<file path="src/rtl/wfunc_regs_pkg.sv">
// rtl/wfunc_regs_pkg.sv - register map and state types shared by window_func and window_loader
package wfunc_regs_pkg;

  localparam int CTRL_CHANGE_STATE_BIT = 8;
  localparam int CTRL_SOFT_RST_BIT     = 0;
  localparam int STAT_STATE_LSB        = 8;

  typedef enum logic [1:0] {
    IDLE = 2'd0,
    WAIT = 2'd1,
    BUSY = 2'd2
  } wf_state_t;

  typedef enum logic [2:0] {
    ST_IDLE,
    ST_RST_WR,
    ST_LOAD,
    ST_FLUSH,
    ST_ARM_WR,
    ST_POLL,
    ST_DONE
  } ld_state_t;

  function automatic int unsigned ctrl_offs(input int unsigned fft_size);
    return fft_size * 4;
  endfunction

  function automatic int unsigned stat_offs(input int unsigned fft_size);
    return (fft_size + 1) * 4;
  endfunction

endpackage

</file>
<file path="src/rtl/apb_xfer.sv">
// rtl/apb_xfer.sv - single-transfer APB initiator; a req in the access cycle chains the next setup
module apb_xfer #(
  parameter int AW = 16,
  parameter int DW = 32
) (
  input  logic          clk,
  input  logic          rst,
  input  logic          req,
  input  logic [AW-1:0] addr,
  input  logic          write,
  input  logic [DW-1:0] wdata,
  output logic          ack,
  output logic [DW-1:0] rdata,
  output logic          psel,
  output logic          penable,
  output logic [AW-1:0] paddr,
  output logic          pwrite,
  output logic [DW-1:0] pwdata,
  input  logic [DW-1:0] prdata
);

  logic launch;

  assign launch = req && (!psel || penable);
  assign ack    = psel && penable;
  assign rdata  = prdata;

  // Address/data only load on launch, so they hold between transfers.
  always_ff @(posedge clk or posedge rst) begin
    if (rst) begin
      psel    <= 1'b0;
      penable <= 1'b0;
      paddr   <= '0;
      pwrite  <= 1'b0;
      pwdata  <= '0;
    end else if (launch) begin
      psel    <= 1'b1;
      penable <= 1'b0;
      paddr   <= addr;
      pwrite  <= write;
      pwdata  <= wdata;
    end else if (psel && !penable) begin
      penable <= 1'b1;
    end else begin
      psel    <= 1'b0;
      penable <= 1'b0;
    end
  end

endmodule

</file>
<file path="src/rtl/window_loader.sv">
// rtl/window_loader.sv - programs window_func coefficients from a stream over APB
module window_loader #(
  parameter int FFT_SIZE = 8192,
  parameter int APB_AW   = $clog2(FFT_SIZE-1) + 3,
  parameter int POLL_MAX = 16
) (
  input  logic              clk,
  input  logic              rst,
  input  logic              start,
  input  logic              s_tvalid,
  output logic              s_tready,
  input  logic [31:0]       s_tdata,
  input  logic              s_tlast,
  output logic              psel,
  output logic              penable,
  output logic              pwrite,
  output logic [APB_AW-1:0] paddr,
  output logic [31:0]       pwdata,
  input  logic [31:0]       prdata,
  output logic              busy,
  output logic              done,
  output logic [1:0]        err
);
  import wfunc_regs_pkg::*;

  localparam int KW = $clog2(FFT_SIZE);
  localparam int PW = $clog2(POLL_MAX + 1);
  localparam logic [APB_AW-1:0] CTRL_ADDR = APB_AW'(ctrl_offs(FFT_SIZE));
  localparam logic [APB_AW-1:0] STAT_ADDR = APB_AW'(stat_offs(FFT_SIZE));
  localparam logic [KW-1:0]     LAST_K    = KW'(FFT_SIZE - 1);
  localparam logic [PW-1:0]     LAST_POLL = PW'(POLL_MAX - 1);
  localparam logic [31:0]       CMD_SOFT_RST     = 32'(1) << CTRL_SOFT_RST_BIT;
  localparam logic [31:0]       CMD_CHANGE_STATE = 32'(1) << CTRL_CHANGE_STATE_BIT;

  ld_state_t         state, state_nxt;
  logic [KW-1:0]     word_cnt;
  logic [PW-1:0]     poll_cnt;
  logic              req, req_write, ack;
  logic [APB_AW-1:0] req_addr;
  logic [31:0]       req_wdata, rdata;
  logic              accept, word_hs, len_err, poll_retry, poll_to, last_k;
  logic              rdata_unused;

  assign rdata_unused = ^{rdata[31:STAT_STATE_LSB+2], rdata[STAT_STATE_LSB-1:0]};
  assign last_k       = (word_cnt == LAST_K);
  assign busy         = (state != ST_IDLE) && (state != ST_DONE);
  assign done         = (state == ST_DONE);

  apb_xfer #(.AW(APB_AW), .DW(32)) u_xfer (
    .clk(clk), .rst(rst), .req(req), .addr(req_addr), .write(req_write), .wdata(req_wdata),
    .ack(ack), .rdata(rdata), .psel(psel), .penable(penable), .paddr(paddr),
    .pwrite(pwrite), .pwdata(pwdata), .prdata(prdata)
  );

  always_ff @(posedge clk or posedge rst) begin
    if (rst) begin
      state    <= ST_IDLE;
      word_cnt <= '0;
      poll_cnt <= '0;
      err      <= '0;
    end else begin
      state <= state_nxt;
      if (accept) begin
        word_cnt <= '0;
        poll_cnt <= '0;
        err      <= '0;
      end
      if (word_hs)    word_cnt <= word_cnt + KW'(1);
      if (len_err)    err[0]   <= 1'b1;
      if (poll_retry) poll_cnt <= poll_cnt + PW'(1);
      if (poll_to)    err[1]   <= 1'b1;
    end
  end

  // Each request is raised in the cycle before its setup so transfers chain back-to-back.
  always_comb begin
    state_nxt  = state;
    req        = 1'b0;
    req_addr   = CTRL_ADDR;
    req_write  = 1'b1;
    req_wdata  = CMD_SOFT_RST;
    s_tready   = 1'b0;
    accept     = 1'b0;
    word_hs    = 1'b0;
    len_err    = 1'b0;
    poll_retry = 1'b0;
    poll_to    = 1'b0;
    unique case (state)
      ST_IDLE: if (start) begin
        accept    = 1'b1;
        req       = 1'b1;
        state_nxt = ST_RST_WR;
      end
      ST_RST_WR: if (ack) state_nxt = ST_LOAD;
      ST_LOAD: begin
        s_tready = !psel || penable;
        if (s_tvalid && s_tready) begin
          word_hs   = 1'b1;
          req       = 1'b1;
          req_addr  = APB_AW'({word_cnt, 2'b00});
          req_wdata = s_tdata;
          if (s_tlast || last_k) begin
            len_err   = s_tlast ^ last_k;
            state_nxt = ST_FLUSH;
          end
        end
      end
      // err[0] is already updated here, so it selects abort versus arm.
      ST_FLUSH: if (ack) begin
        if (err[0]) begin
          state_nxt = ST_DONE;
        end else begin
          req       = 1'b1;
          req_wdata = CMD_CHANGE_STATE;
          state_nxt = ST_ARM_WR;
        end
      end
      ST_ARM_WR: if (ack) begin
        req       = 1'b1;
        req_addr  = STAT_ADDR;
        req_write = 1'b0;
        req_wdata = pwdata;
        state_nxt = ST_POLL;
      end
      ST_POLL: if (ack) begin
        if (rdata[STAT_STATE_LSB +: 2] == WAIT) begin
          state_nxt = ST_DONE;
        end else if (poll_cnt == LAST_POLL) begin
          poll_to   = 1'b1;
          state_nxt = ST_DONE;
        end else begin
          poll_retry = 1'b1;
          req        = 1'b1;
          req_addr   = STAT_ADDR;
          req_write  = 1'b0;
          req_wdata  = pwdata;
        end
      end
      ST_DONE: state_nxt = ST_IDLE;
      default: state_nxt = ST_IDLE;
    endcase
  end

endmodule

</file>
<file path="config.mk">
export PLATFORM = sky130hd
export DESIGN_NAME = window_loader
export DESIGN_NICKNAME = d
export VERILOG_FILES = /design/src/rtl/wfunc_regs_pkg.sv /design/src/rtl/apb_xfer.sv /design/src/rtl/window_loader.sv
export SDC_FILE = /design/constraint.sdc
export NUM_CORES = 1
export LEC_CHECK = 0
export ABC_AREA = 1
export ABC_CLOCK_PERIOD_IN_PS = 7900
export BUFFER_PORTS_ARGS = -buffer_cell sky130_fd_sc_hd__buf_2
export CAP_MARGIN = 20
export CORE_MARGIN = 2
export CORE_UTILIZATION = 34
export DETAILED_ROUTE_END_ITERATION = 10
export MAX_ROUTING_LAYER = met4
export PLACE_DENSITY = 0.65
export SLEW_MARGIN = 20
export SYNTH_ARGS = -nofsm -noshare
export SYNTH_HDL_FRONTEND = slang
export SYNTH_SLANG_ARGS = --single-unit
</file>
<file path="constraint.sdc">
create_clock -name clk -period 7.9 [get_ports clk]
set_clock_uncertainty 0.2 [all_clocks]
set_input_delay 1.58 -clock clk [delete_from_list [all_inputs] [get_ports clk]]
set_output_delay 1.58 -clock clk [all_outputs]
set_load 0.05 [all_outputs]
</file>
### Yosys cells after proc, flatten, opt, wreduce, memory -nomap -nowiden

Cells that the tools add are included.
W data, S select, Z words.

* add/sub/neg operators: 2
* equal/unequal tests: 21
* multiplexer cells: 60
* bitwise logic cells: 1
* reductions and logical operators: 17

Operators with widths (count)
* $mux W32: 5
* $pmux W32 S4: 1
* $pmux W16 S3: 1
* $mux W3: 13
* $mux W1: 28
* $mux W13: 2
* $mux W9: 2
* $pmux W3 S6: 1
* $mux W16: 1
* $ne A2 B2 Y1 const B: 8
* $add A13 B1 Y13 const B: 1
* $eq A13 B13 Y1 const B: 1
* $mux W5: 2
* $eq A3 B3 Y1 const B: 3
* $reduce_and A8 Y1: 1
* $reduce_bool A2 Y1: 4
* $eq A3 B2 Y1 const B: 2
* $ne A3 B3 Y1 const B: 2
* $add A5 B1 Y5 const B: 1
* $eq A5 B4 Y1 const B: 1
* $logic_and A1 B1 Y1: 5
* $pmux W1 S5: 1
* $mux W2: 2
* $ne A4 B4 Y1 const B: 1
* other kinds (10): 12

* register bits after elaboration: 74
* input port bits: 69
* logic and storage cells: 111

### Logic depth before layout (Yosys ltp)

* word-level depth: 7
* mapped depth: 12
* mapped depth without buffers: 11

### By module

A second synthesis with hierarchy kept.

* cell total of the unflattened synthesis: 588
* area total of the unflattened synthesis: 4326.6 um^2

By module, submodules not included
* apb_xfer: times used 1, cells each 254, area an instance 2293.4 um^2
* window_loader: times used 1, cells each 334, area an instance 2033.2 um^2

### Worst setup path after synthesis

No wires, ideal clock.

* kind: register to output
* start point: register u_xfer.penable
* end point: output s_tready
* data arrival time: 1827 ps
* required time: 6120 ps
* path slack: 4293 ps
* stages on the path, launching flop included: 3
* path buffers: 0
* cell sequence: dfrtp_1 -> nor2_2 -> nor3_1

* longest elaborated chain between the ends: 2

RTL lines
* from (decl): RTL line apb_xfer.sv:15 `output logic penable,`
* from (signal assigned): RTL line apb_xfer.sv:32 `penable <= 1'b0;`
* from (signal assigned): RTL line apb_xfer.sv:38 `penable <= 1'b0;`
* from (signal assigned): RTL line apb_xfer.sv:43 `penable <= 1'b1;`
* $logic_or A1 B1 Y1: RTL line window_loader.sv:96 `s_tready = !psel || penable;`
* $mux W1: RTL line window_loader.sv:88 `unique case (state)`
* to (decl): RTL line window_loader.sv:11 `output logic s_tready,`

No other way between the ends.

### Final worst setup path

* start point: register state[0]
* end point: output busy

* longest elaborated chain between the ends: 2

RTL lines
* from (decl): RTL line window_loader.sv:35 `ld_state_t state, state_nxt;`
* from (signal assigned): RTL line window_loader.sv:62 `state <= state_nxt;`
* $ne A3 B3 Y1 / $reduce_bool A3 Y1 (equally long branches): RTL line window_loader.sv:46 `assign busy = (state != ST_IDLE) && (state != ST_DONE);`
* $logic_and A1 B1 Y1 (*): RTL line window_loader.sv:46
* to (decl): RTL line window_loader.sv:20 `output logic busy,`

Mark *: on every way between the ends. The rest lies on a longest branch, timed or not.

==> flow_metrics.tcl <==
set metrics [dict create \
    run_status "completed" \
    boundaryPins 125 \
    dieArea_mm2 0.01078 \
    antennaDiodeCount 0 \
    grt.total_usage 0.1554 \
    clk_latency_ns 0.35 \
    grt_first_pass_wirelength_um 13340 \
    path_class "flop to output pin" \
    initial_core_util 0.3483 \
    mostFrequentLayoutCell "nand2_1" \
    synth_edf_count 0 \
    whs_ns 0.2652 \
    tns_ns 0 \
    rsz0062_at_grt "no" \
    power_frac_seq 0.328 \
    core_mm2 0.009729 \
    final_cell_mix "162 x nand2_1, 92 x buf_2, 72 x dfrtp_1" \
    route.detailed.drc 0 \
    power.switching_uw 873.3 \
    final_nets 565 \
    drt_first_iter_violations 325 \
    swShare 0.5117 \
    synth_warnings 0 \
    crit_fanout 8 \
    rows 36 \
    grt_pass1_vias 2832 \
    htreeDepth 3 \
    maxCapViolations 0 \
    ir_drop_mv 0.1884 \
    combPwrFrac 0.496 \
    clockPowerShare 0.176 \
    synth_cell_type_count 30 \
    avgRoutedWirePerCell_um 12.14 \
    dpl.hpwl_um 5375 \
    critPathLaunchType "flop" \
    antenna_left 0 \
    clk_path_buf_depth 2 \
    p_int_uw 833.3 \
    cts_root_buf "clkbuf_8" \
    final-hold-violation-count 0 \
    period_needed_ns 3.315 \
    arrival_ns 1.53 \
    vias 2837 \
    slew_viol_final 0 \
    power.leakage_uw 0.002302 \
    portBuffers 92 \
    cts_tree "yes" \
    gp_congestion 0.8795 \
    drive_gt1_frac 0.2923 \
    grt_antenna_before_repair 0 \
    min_period_over_period 0.4196 \
    holdCritPathClass "flop to flop" \
    overflow 0 \
    synth_area_mm2 0.003388 \
    tightestPinTransition_ns 0.9059 \
    setup_viol 0 \
    end_kind "output pin" \
    syn_to_final_growth_pct 22.08 \
    nFillCells 991 \
    clock-sinks 72 \
    die_x_um 103.8 \
    synth_ff_type "dfrtp_1" \
    hold_buffers 0 \
    wl_um 7635 \
    grtUsageMet2 0.2383 \
    cts_setup_buffers 0 \
    p_per_area_mw_per_mm2 412.6 \
    ys_async_sr_fraction 1.000 \
    grt_max_degree 73 \
    ctsResizeCount 0 \
    global_route.usage.met3 0.03839 \
    ys_seq_area_frac 0.5318 \
    clk_pin_slew_worst_paths_ns 0.07 \
    use_met1 0.1931 \
    max_freq_mhz 301.7 \
    syn_area_per_cell_um2 8.492 \
    busiest_layer "met2" \
    postSynthCellCount 399 \
    maxSlewHeadroom 0.3960 \
    required_ns 6.12 \
    synth-seq-cells 72 \
    die_y_um 103.8 \
    vias_per_cell 4.510 \
    drt_first_pass_iters 4 \
    numCtsBuffers 9 \
]
## power groups by stage
stage	clock (µW)	combinational, µW	sequential, µW
floorplan	0	344	902
global placement	0	839	559
detailed placement	0	854	566
CTS	309	855	559
global route	323	912	576
finish	301	846	559
## worst max-delay path, stage by stage, from the launching register on
cell and delay (ns):
dfrtp_1 0.54, inv_2 0.14, nand2_1 0.11, nor2_1 0.06
nor2_1 0.09, buf_2 0.26
## path summary, 6_finish.rpt
path | start | endpoint | slack, ns | cells after the start
max | state[0] | busy | 4.59 | 5
max in group asynchronous | rst | poll_cnt[4] | 5.61 | 3
min reg2reg | u_xfer.pwdata[8] | u_xfer.pwdata[8] | 0.27 | 2
min | u_xfer.pwdata[8] | u_xfer.pwdata[8] | 0.27 | 2
min in group asynchronous | rst | u_xfer.pwdata[16] | 1.29 | 3
max reg2reg | poll_cnt[0] | u_xfer.pwdata[13] | 5.53 | 11
## logic make-up (layout without fill, tap and decap cells)
group,count (synthesis),in the layout,synth area share
other,1,2,0.001107
adders and majority gates,4,4,0.01477
and+or+nand+nor,238,238,0.3224
buffers and inverters,47,143,0.06684
AOI/OAI and AO/OA,36,36,0.06056
xor gates and xnor gates,1,1,0.002585
DFF,72,72,0.5318
## per-stage QoR
stage	setup WS, ns	utilization	power (µW)	cells	instance area, µm²
after detailed placement	4.424	0.4041	1419	614	3931
after floorplan	4.293	-	1246	400	3392
after global placement	4.438	0.4041	1398	614	3931
final	4.585	0.4252	1707	629	4136
after CTS	4.575	0.4252	1723	629	4136
after global routing	4.505	0.4252	1810	629	4136
## routing by layer
metal | up-vias | routed length (µm)
met5 | - | 0
met4 | 0 | 135
met3 | 11 | 484
met2 | 85 | 3502
met1 | 1315 | 3513
li1 | 1426 | -
## cell type report
| class | instances | area, µm² | area share |
|---|---|---|---|
| clock buffers | 12 | 165.2 | 0.03993 |
| clock inverters | 3 | 40.04 | 0.009679 |
| inverters | 35 | 131.4 | 0.03176 |
| multi-input cells | 281 | 1364 | 0.3297 |
| flip-flops and latches | 72 | 1802 | 0.4356 |
| well taps | 133 | 166.4 | 0.04023 |
| repair buffers | 93 | 467.9 | 0.1131 |
## cells in the mapped netlist, types with 2 or more instances
cell,number,share of area
nand2_1,162,0.18
dfrtp_1,72,0.53
inv_1,30,0.033
nor2_1,25,0.028
nand2_2,17,0.031
nand3_1,16,0.024
o21ai_0,15,0.022
a21oi_1,13,0.019
inv_2,5,0.0055
buf_2,4,0.0059
buf_4,4,0.0089
buf_6,4,0.013
ha_1,4,0.015
nand4_1,4,0.0074
o22ai_1,3,0.0055
nand2_4,2,0.0066
nand2_8,2,0.012
nand3_2,2,0.0059
nand3_4,2,0.010
nor2_2,2,0.0037
nor2_4,2,0.0066
## flip-flops by register name, indices dropped and copies added (netlist names)
register	flops
u_xfer.pwrite	1
poll_cnt	5
u_xfer.penable	1
u_xfer.pwdata	32
word_cnt	13
err	2
u_xfer.paddr	14
u_xfer.psel	1
state	3
(Power assumes the default switching activity.)
